File: src/rtl/ext_pkg.sv
// Shared definitions for the result-extension FIFO.
// Latency: n/a (types, constants and a constant function only).
// Backpressure: n/a.
//
// Contents:
//   EXT_ZERO / EXT_SIGN : encodings of the per-transaction extension mode
//   ext_mode_t          : 1-bit extension mode type
//   ptr_w(depth)        : pointer width for a power-of-two FIFO depth
package ext_pkg;

    localparam logic EXT_ZERO = 1'b0;
    localparam logic EXT_SIGN = 1'b1;

    typedef logic ext_mode_t;

    function automatic int ptr_w(input int depth);
        return $clog2(depth);
    endfunction

endpackage

File: src/rtl/ext_unit.sv
// Zero/sign extender from IN_W to OUT_W bits.
// Latency: combinational, zero cycles.
// Backpressure: none; pure function of its inputs.
//
// Ports:
//   i_data : raw IN_W-bit result
//   i_sext : extension mode (EXT_SIGN replicates i_data MSB, EXT_ZERO fills zeros)
//   o_word : OUT_W-bit extended word
module ext_unit
    import ext_pkg::*;
#(
    parameter int IN_W  = 1,
    parameter int OUT_W = 32
) (
    input  logic [IN_W-1:0]  i_data,
    input  ext_mode_t        i_sext,
    output logic [OUT_W-1:0] o_word
);

    generate
        if (IN_W == OUT_W) begin : g_pass
            // Nothing to extend; the mode input has no effect at equal widths.
            assign o_word = i_data;
        end else begin : g_ext
            logic w_fill;

            always_comb begin
                w_fill = 1'b0;
                case (i_sext)
                    EXT_SIGN: w_fill = i_data[IN_W-1];
                    EXT_ZERO: w_fill = 1'b0;
                    default:  w_fill = 1'b0;
                endcase
            end

            assign o_word = {{(OUT_W-IN_W){w_fill}}, i_data};
        end
    endgenerate

endmodule

File: src/rtl/ext_fifo_buffer.sv
// Extends IN_W-bit results to OUT_W bits at push time and queues them in a DEPTH-entry FIFO.
// Latency: a word pushed in cycle N is visible on out_data/out_valid in cycle N+1.
// Backpressure: in_ready drops when full (no pass-through); head held stable until out_ready.
//
// Ports:
//   clk, rst            : single clock, synchronous active-high reset
//   in_valid/in_ready   : producer handshake; in_data + in_sext sampled on push
//   out_valid/out_ready : consumer handshake; out_data is the extended head word (0 when empty)
//   count               : occupancy 0..DEPTH
//   xfer_cnt            : 16-bit wrapping pop counter, present only when EXT_STATS_EN is defined
module ext_fifo_buffer
    import ext_pkg::*;
#(
    parameter int IN_W  = 1,
    parameter int OUT_W = 32,
    parameter int DEPTH = 4
) (
    input  logic                    clk,
    input  logic                    rst,
    input  logic                    in_valid,
    output logic                    in_ready,
    input  logic [IN_W-1:0]         in_data,
    input  ext_mode_t               in_sext,
    output logic                    out_valid,
    input  logic                    out_ready,
    output logic [OUT_W-1:0]        out_data,
`ifdef EXT_STATS_EN
    output logic [15:0]             xfer_cnt,
`endif
    output logic [ptr_w(DEPTH):0]   count
);

    localparam int PW = ptr_w(DEPTH);
    localparam int CW = PW + 1;

    logic [OUT_W-1:0] r_mem [DEPTH];
    logic [PW-1:0]    r_wr_ptr;
    logic [PW-1:0]    r_rd_ptr;
    logic [CW-1:0]    r_count;

    logic [OUT_W-1:0] w_ext_word;
    logic             w_push;
    logic             w_pop;

    ext_unit #(
        .IN_W  (IN_W),
        .OUT_W (OUT_W)
    ) u_ext (
        .i_data (in_data),
        .i_sext (in_sext),
        .o_word (w_ext_word)
    );

    // Both flags come from registered occupancy only, so a pop never opens
    // a slot for a push in the same cycle.
    assign in_ready  = (r_count != CW'(DEPTH));
    assign out_valid = (r_count != '0);
    assign out_data  = out_valid ? r_mem[r_rd_ptr] : '0;
    assign count     = r_count;

    assign w_push = in_valid & in_ready;
    assign w_pop  = out_valid & out_ready;

    // Storage is deliberately not reset; stale entries are unreachable once
    // the pointers and occupancy are cleared.
    always_ff @(posedge clk) begin
        if (w_push) begin
            r_mem[r_wr_ptr] <= w_ext_word;
        end
    end

    // Power-of-two depth lets the pointers wrap by natural overflow.
    always_ff @(posedge clk) begin
        if (rst) begin
            r_wr_ptr <= '0;
            r_rd_ptr <= '0;
            r_count  <= '0;
        end else begin
            if (w_push) begin
                r_wr_ptr <= r_wr_ptr + 1'b1;
            end
            if (w_pop) begin
                r_rd_ptr <= r_rd_ptr + 1'b1;
            end
            case ({w_push, w_pop})
                2'b10:   r_count <= r_count + 1'b1;
                2'b01:   r_count <= r_count - 1'b1;
                default: r_count <= r_count;
            endcase
        end
    end

`ifdef EXT_STATS_EN
    logic [15:0] r_xfer_cnt;

    always_ff @(posedge clk) begin
        if (rst) begin
            r_xfer_cnt <= '0;
        end else if (w_pop) begin
            r_xfer_cnt <= r_xfer_cnt + 1'b1;
        end
    end

    assign xfer_cnt = r_xfer_cnt;
`endif

endmodule

File: config.mk
export PLATFORM = sky130hd
export DESIGN_NAME = ext_fifo_buffer
export DESIGN_NICKNAME = d
export VERILOG_FILES = /design/src/rtl/ext_pkg.sv /design/src/rtl/ext_unit.sv /design/src/rtl/ext_fifo_buffer.sv
export SDC_FILE = /design/constraint.sdc
export NUM_CORES = 1
export LEC_CHECK = 0
export CAP_MARGIN = 5
export CORE_MARGIN = 8
export CORE_UTILIZATION = 35
export CTS_CLUSTER_DIAMETER = 40
export DETAILED_ROUTE_END_ITERATION = 10
export PLACE_DENSITY = 0.68
export SLEW_MARGIN = 10
export SYNTH_ARGS = -nofsm -noshare
export SYNTH_HDL_FRONTEND = slang
export SYNTH_SLANG_ARGS = --single-unit
File: constraint.sdc
create_clock -name clk -period 3.85 [get_ports clk]
set_clock_uncertainty 0.1 [all_clocks]
set_input_delay 0.9625 -clock clk [delete_from_list [all_inputs] [get_ports clk]]
set_output_delay 0.9625 -clock clk [all_outputs]
set_load 0.05 [all_outputs]
After elaboration in Yosys (flattened, before gate mapping)
Memories as Yosys holds them, arrays and structs flattened. A register that Yosys moved wholly into a read port is not among the register bits.
Index checks and enable logic that the tools add are counted.
{"block": "op_classes", "addsub": 4, "n_eq_ne": 3, "mux": 7, "bitwise": 3, "n_reduce_logical": 2}
{"op": "$mux 32", "count": 1}
{"op": "$pmux 3 s2", "count": 1}
{"op": "$add 2x1->2 const B", "count": 2}
{"op": "$mux 2", "count": 2}
{"op": "$add 3x1->3 const B", "count": 1}
{"op": "$ne 3x3->1 const B", "count": 1}
{"op": "$reduce_bool 3->1", "count": 1}
{"op": "$sub 3x1->3 const B", "count": 1}
{"op": "$and 1x1->1", "count": 2}
{"op": "$eq 2x1->1 const B", "count": 1}
{"op": "$eq 2x2->1 const B", "count": 1}
{"op": "$mux 1", "count": 2}
{"op": "$pmux 1 s2", "count": 1}
{"op": "$reduce_bool 2->1", "count": 1}
{"op": "$not 1->1", "count": 1}
{"block": "totals", "reg_bits": 7, "ram_bits": 128, "in_bits": 6, "out_inout_bits": 37, "elab_cells": 23, "mem_count": 1}
{"name": "r_mem", "depth": 4, "word_bits": 32, "read_ports": 1, "rd_ports_with_merged_regs": 1, "write_ports": 1, "line_no": "ext_fifo_buffer.sv:36", "source": "logic [OUT_W-1:0] r_mem [DEPTH];"}

Logic depth before layout (Yosys ltp)
{"block": "depth", "word_depth": 4, "ltp_mapped": 9, "ltp_nobuf": 9}

Hierarchy
Synthesis repeated with hierarchy kept, for this count alone.
{"block": "hier_totals", "hier_cells": 290, "hier_area_um2": 5616.6}
{"module": "ext_fifo_buffer", "n_inst": 1, "cells_each": 257, "area_per_inst_um2": 5370.2, "seq_area_each_um2": 4023.9}
{"module": "ext_unit", "n_inst": 1, "cells_each": 33, "area_per_inst_um2": 246.5, "seq_area_each_um2": 0.0}

Worst setup path before layout
OpenSTA, ideal clock, no wires.
{"block": "synth_path", "path_kind": "register to output", "start": "reg r_count[1], in the netlist count[1]", "end": "out out_data[10]", "arrival_ns": 2.151, "t_required_ns": 2.788, "slack_ns": 0.636, "stages_incl_launch_ff": 4, "n_path_buf": 1, "path_cell_list": "dfxtp_1 -> nor3_2 -> and2b_1 -> buf_4"}
{"block": "synth_between", "elab_chain_len": 2}
{"element": "start: declaration", "line_no": "ext_fifo_buffer.sv:39", "source": "logic [CW-1:0] r_count;"}
{"element": "start signal: assignment", "line_no": "ext_fifo_buffer.sv:86", "source": "2'b10: r_count <= r_count + 1'b1;"}
{"element": "start signal: assignment", "line_no": "ext_fifo_buffer.sv:87", "source": "2'b01: r_count <= r_count - 1'b1;"}
{"element": "start signal: assignment", "line_no": "ext_fifo_buffer.sv:88", "source": "default: r_count <= r_count;"}
{"element": "$reduce_bool 3->1", "line_no": "ext_fifo_buffer.sv:57", "source": "assign out_valid = (r_count != '0);"}
{"element": "$mux 32", "line_no": "ext_fifo_buffer.sv:58", "source": "assign out_data = out_valid ? r_mem[r_rd_ptr] : '0;"}
{"element": "end: declaration", "line_no": "ext_fifo_buffer.sv:26", "source": "output logic [OUT_W-1:0] out_data,"}
Every way passes these cells.

==> metrics.cfg <==
[cells_and_area]
antenna_cells = 0
syn_to_final_growth_pct = 25.0
final_common_cell = clkdlybuf4s50_1
num-nets-final = 126
final_cell_mix = clkdlybuf4s50_1 (42), dfxtp_1 (9), inv_1 (8), edfxtp_1 (8), nor2_1 (7)
drive_above_1_share_pct = 8.85

[critical_path]
critPathTopFamily = buffers and inverters
worst_setup_path_start_kind = register
crit_buf_inv = 1
arrival_ns = 2.52
critPathKind = register to output port
cp_slowest_cell = clkdlybuf4s50_1
worstRegToRegCells = 9
cpPeakStageDelay_ns = 0.95
cp.required_ns = 2.79
path_max_fanout = 31
cp_num_cells = 3
r2r-start = count[1]
critical_path.endpoint_type = output port
path_cells = mux4_2 -> and2b_1 -> clkdlybuf4s50_1

[sta]
finalCriticalPeriod_ns = 3.58
min_period_over_period_pct = 93.1
fmax_mhz = 279
setup_viol = 0
slew_headroom_pct = 50.8
maxSlewViolCount = 0
hold_viol = 0
worst_pin_slew_ns = 0.738
rsz0062_at_grt = false
tns_ns = 0

[floorplanning]
initial_utilization_pct = 36.8
io_pins = 43
die_x_um = 70.1
rows = 19
chipHeight_um = 70.1
die_area_mm2 = 0.00492
core_area_mm2 = 0.00278

[hold_path]
min_path_cells = 2
hold_start = r_rd_ptr[1]
hp-class = register to register

[clock_network]
cts-root-to-sink-buffers = 2
hold_buffers = 0
h-tree-depth = 1
cts_resized = 0
post_cts_buffers = 0
clock_latency_ns = 0.28
cts_tree = done
cts_made_buffers = 3
numClockSinks = 17
path_clk_slew_ns = 0.10
cts_root_buffer = clkbuf_4

[synthesis]
synth_warnings = 0
syn_avg_cell_area_um2 = 10.5
netlist_area_mm2 = 0.00102
yosys_register_bits = 17
syn_inst = 98
synth_nets = 110
ys_seq_area_share_pct = 41.0
synth_cell_types = 24

[placement]
gp_congestion = 0.685
io_buffers = 42
hpwl_um = 1460

[run]
maxCapViolations = 0

[drt]
first_iter_violations = 11
route.detailed.drc = 0
wl_um = 1750
routedWlPerCell_um = 12.2
routed_via_density = 4.38
vias = 630
ant_nets = 0
first_pass_iters = 4

[global_routing]
grt_usage_pct = 7.11
grt_pass1_wl_um = 2970
antenna_found_initial = 0
grt_max_degree = 32
first_global_vias = 645
grt_overflow = 0

[status]
outcome = finished clean

## kinds of logic after synthesis
group	synth area share (%)
xor+xnor	2.56
compound gates	4.27
fa+ha+maj	8.06
mux	6.84
flops	41.0
buf+inv	25.3
simple gates	12.0
## tightest hold or removal path: stages, from the launching register on
cell,delay [ns]
dfxtp_1,0.32
o21ai_0,0.06
a21oi_1,0.07
## final cells by class
type | count | area, µm²
Fill cell | 267 | 1500
Multi-Input combinational cell | 42 | 345
Tap cell | 31 | 38.8
Inverter | 8 | 30.0
Timing Repair Buffer | 42 | 420
Clock buffer | 4 | 26.3
Sequential cell | 17 | 420
## layer usage
layer,part of all wire [%],GRT usage (%),wire [µm],vias to the layer above
met5,0,0,0,-
met4,0,2.01,0,0
met3,15,5.08,259,0
met2,40,9.95,703,38
met1,45,8.40,789,276
li1,-,-,-,316
## synth_stat cells
library cell | instances | area share [%]
and2b_2 | 1 | 0.85
nor2_1 | 7 | 2.6
and2_1 | 5 | 3.1
edfxtp_1 | 8 | 23
a21oi_1 | 3 | 1.5
and2b_1 | 1 | 0.73
clkbuf_1 | 1 | 0.37
dfxtp_1 | 9 | 18
inv_1 | 8 | 2.9
a21boi_2 | 1 | 1.1
nand2b_1 | 2 | 1.2
o21ai_0 | 2 | 0.98
buf_4 | 30 | 22
nor3_2 | 1 | 0.98
nor2_2 | 1 | 0.61
xor2_1 | 3 | 2.6
ha_1 | 5 | 6.1
nand2_1 | 2 | 0.73
or3_1 | 2 | 1.2
mux4_2 | 2 | 4.4
o31ai_1 | 1 | 0.73
mux2_4 | 1 | 1.5
mux2i_1 | 1 | 0.98
fa_1 | 1 | 2.0
## metrics by stage
step	setup WS [ns]	hold slack [ns]	cell area, µm²	std cells	utilization [%]
2_1_floorplan	0.636	0.359	1020	98	-
3_3_place_gp	0.612	0.369	1250	140	45.1
3_5_place_dp	0.524	0.389	1250	140	45.1
4_1_cts	0.202	0.403	1280	144	46.1
5_1_grt	0.0586	0.445	1280	144	46.1
6_report	0.267	0.397	1280	144	46.1
## path summary, 6_finish.rpt
path	to	slack, ns
min reg2reg	r_rd_ptr[1]	0.40
min	r_rd_ptr[1]	0.40
max	out_data[2]	0.27
max reg2reg	count[2]	1.69
Power is not shown: default switching activity piles up to over one toggle a cycle in this logic, so the estimate is an artifact.
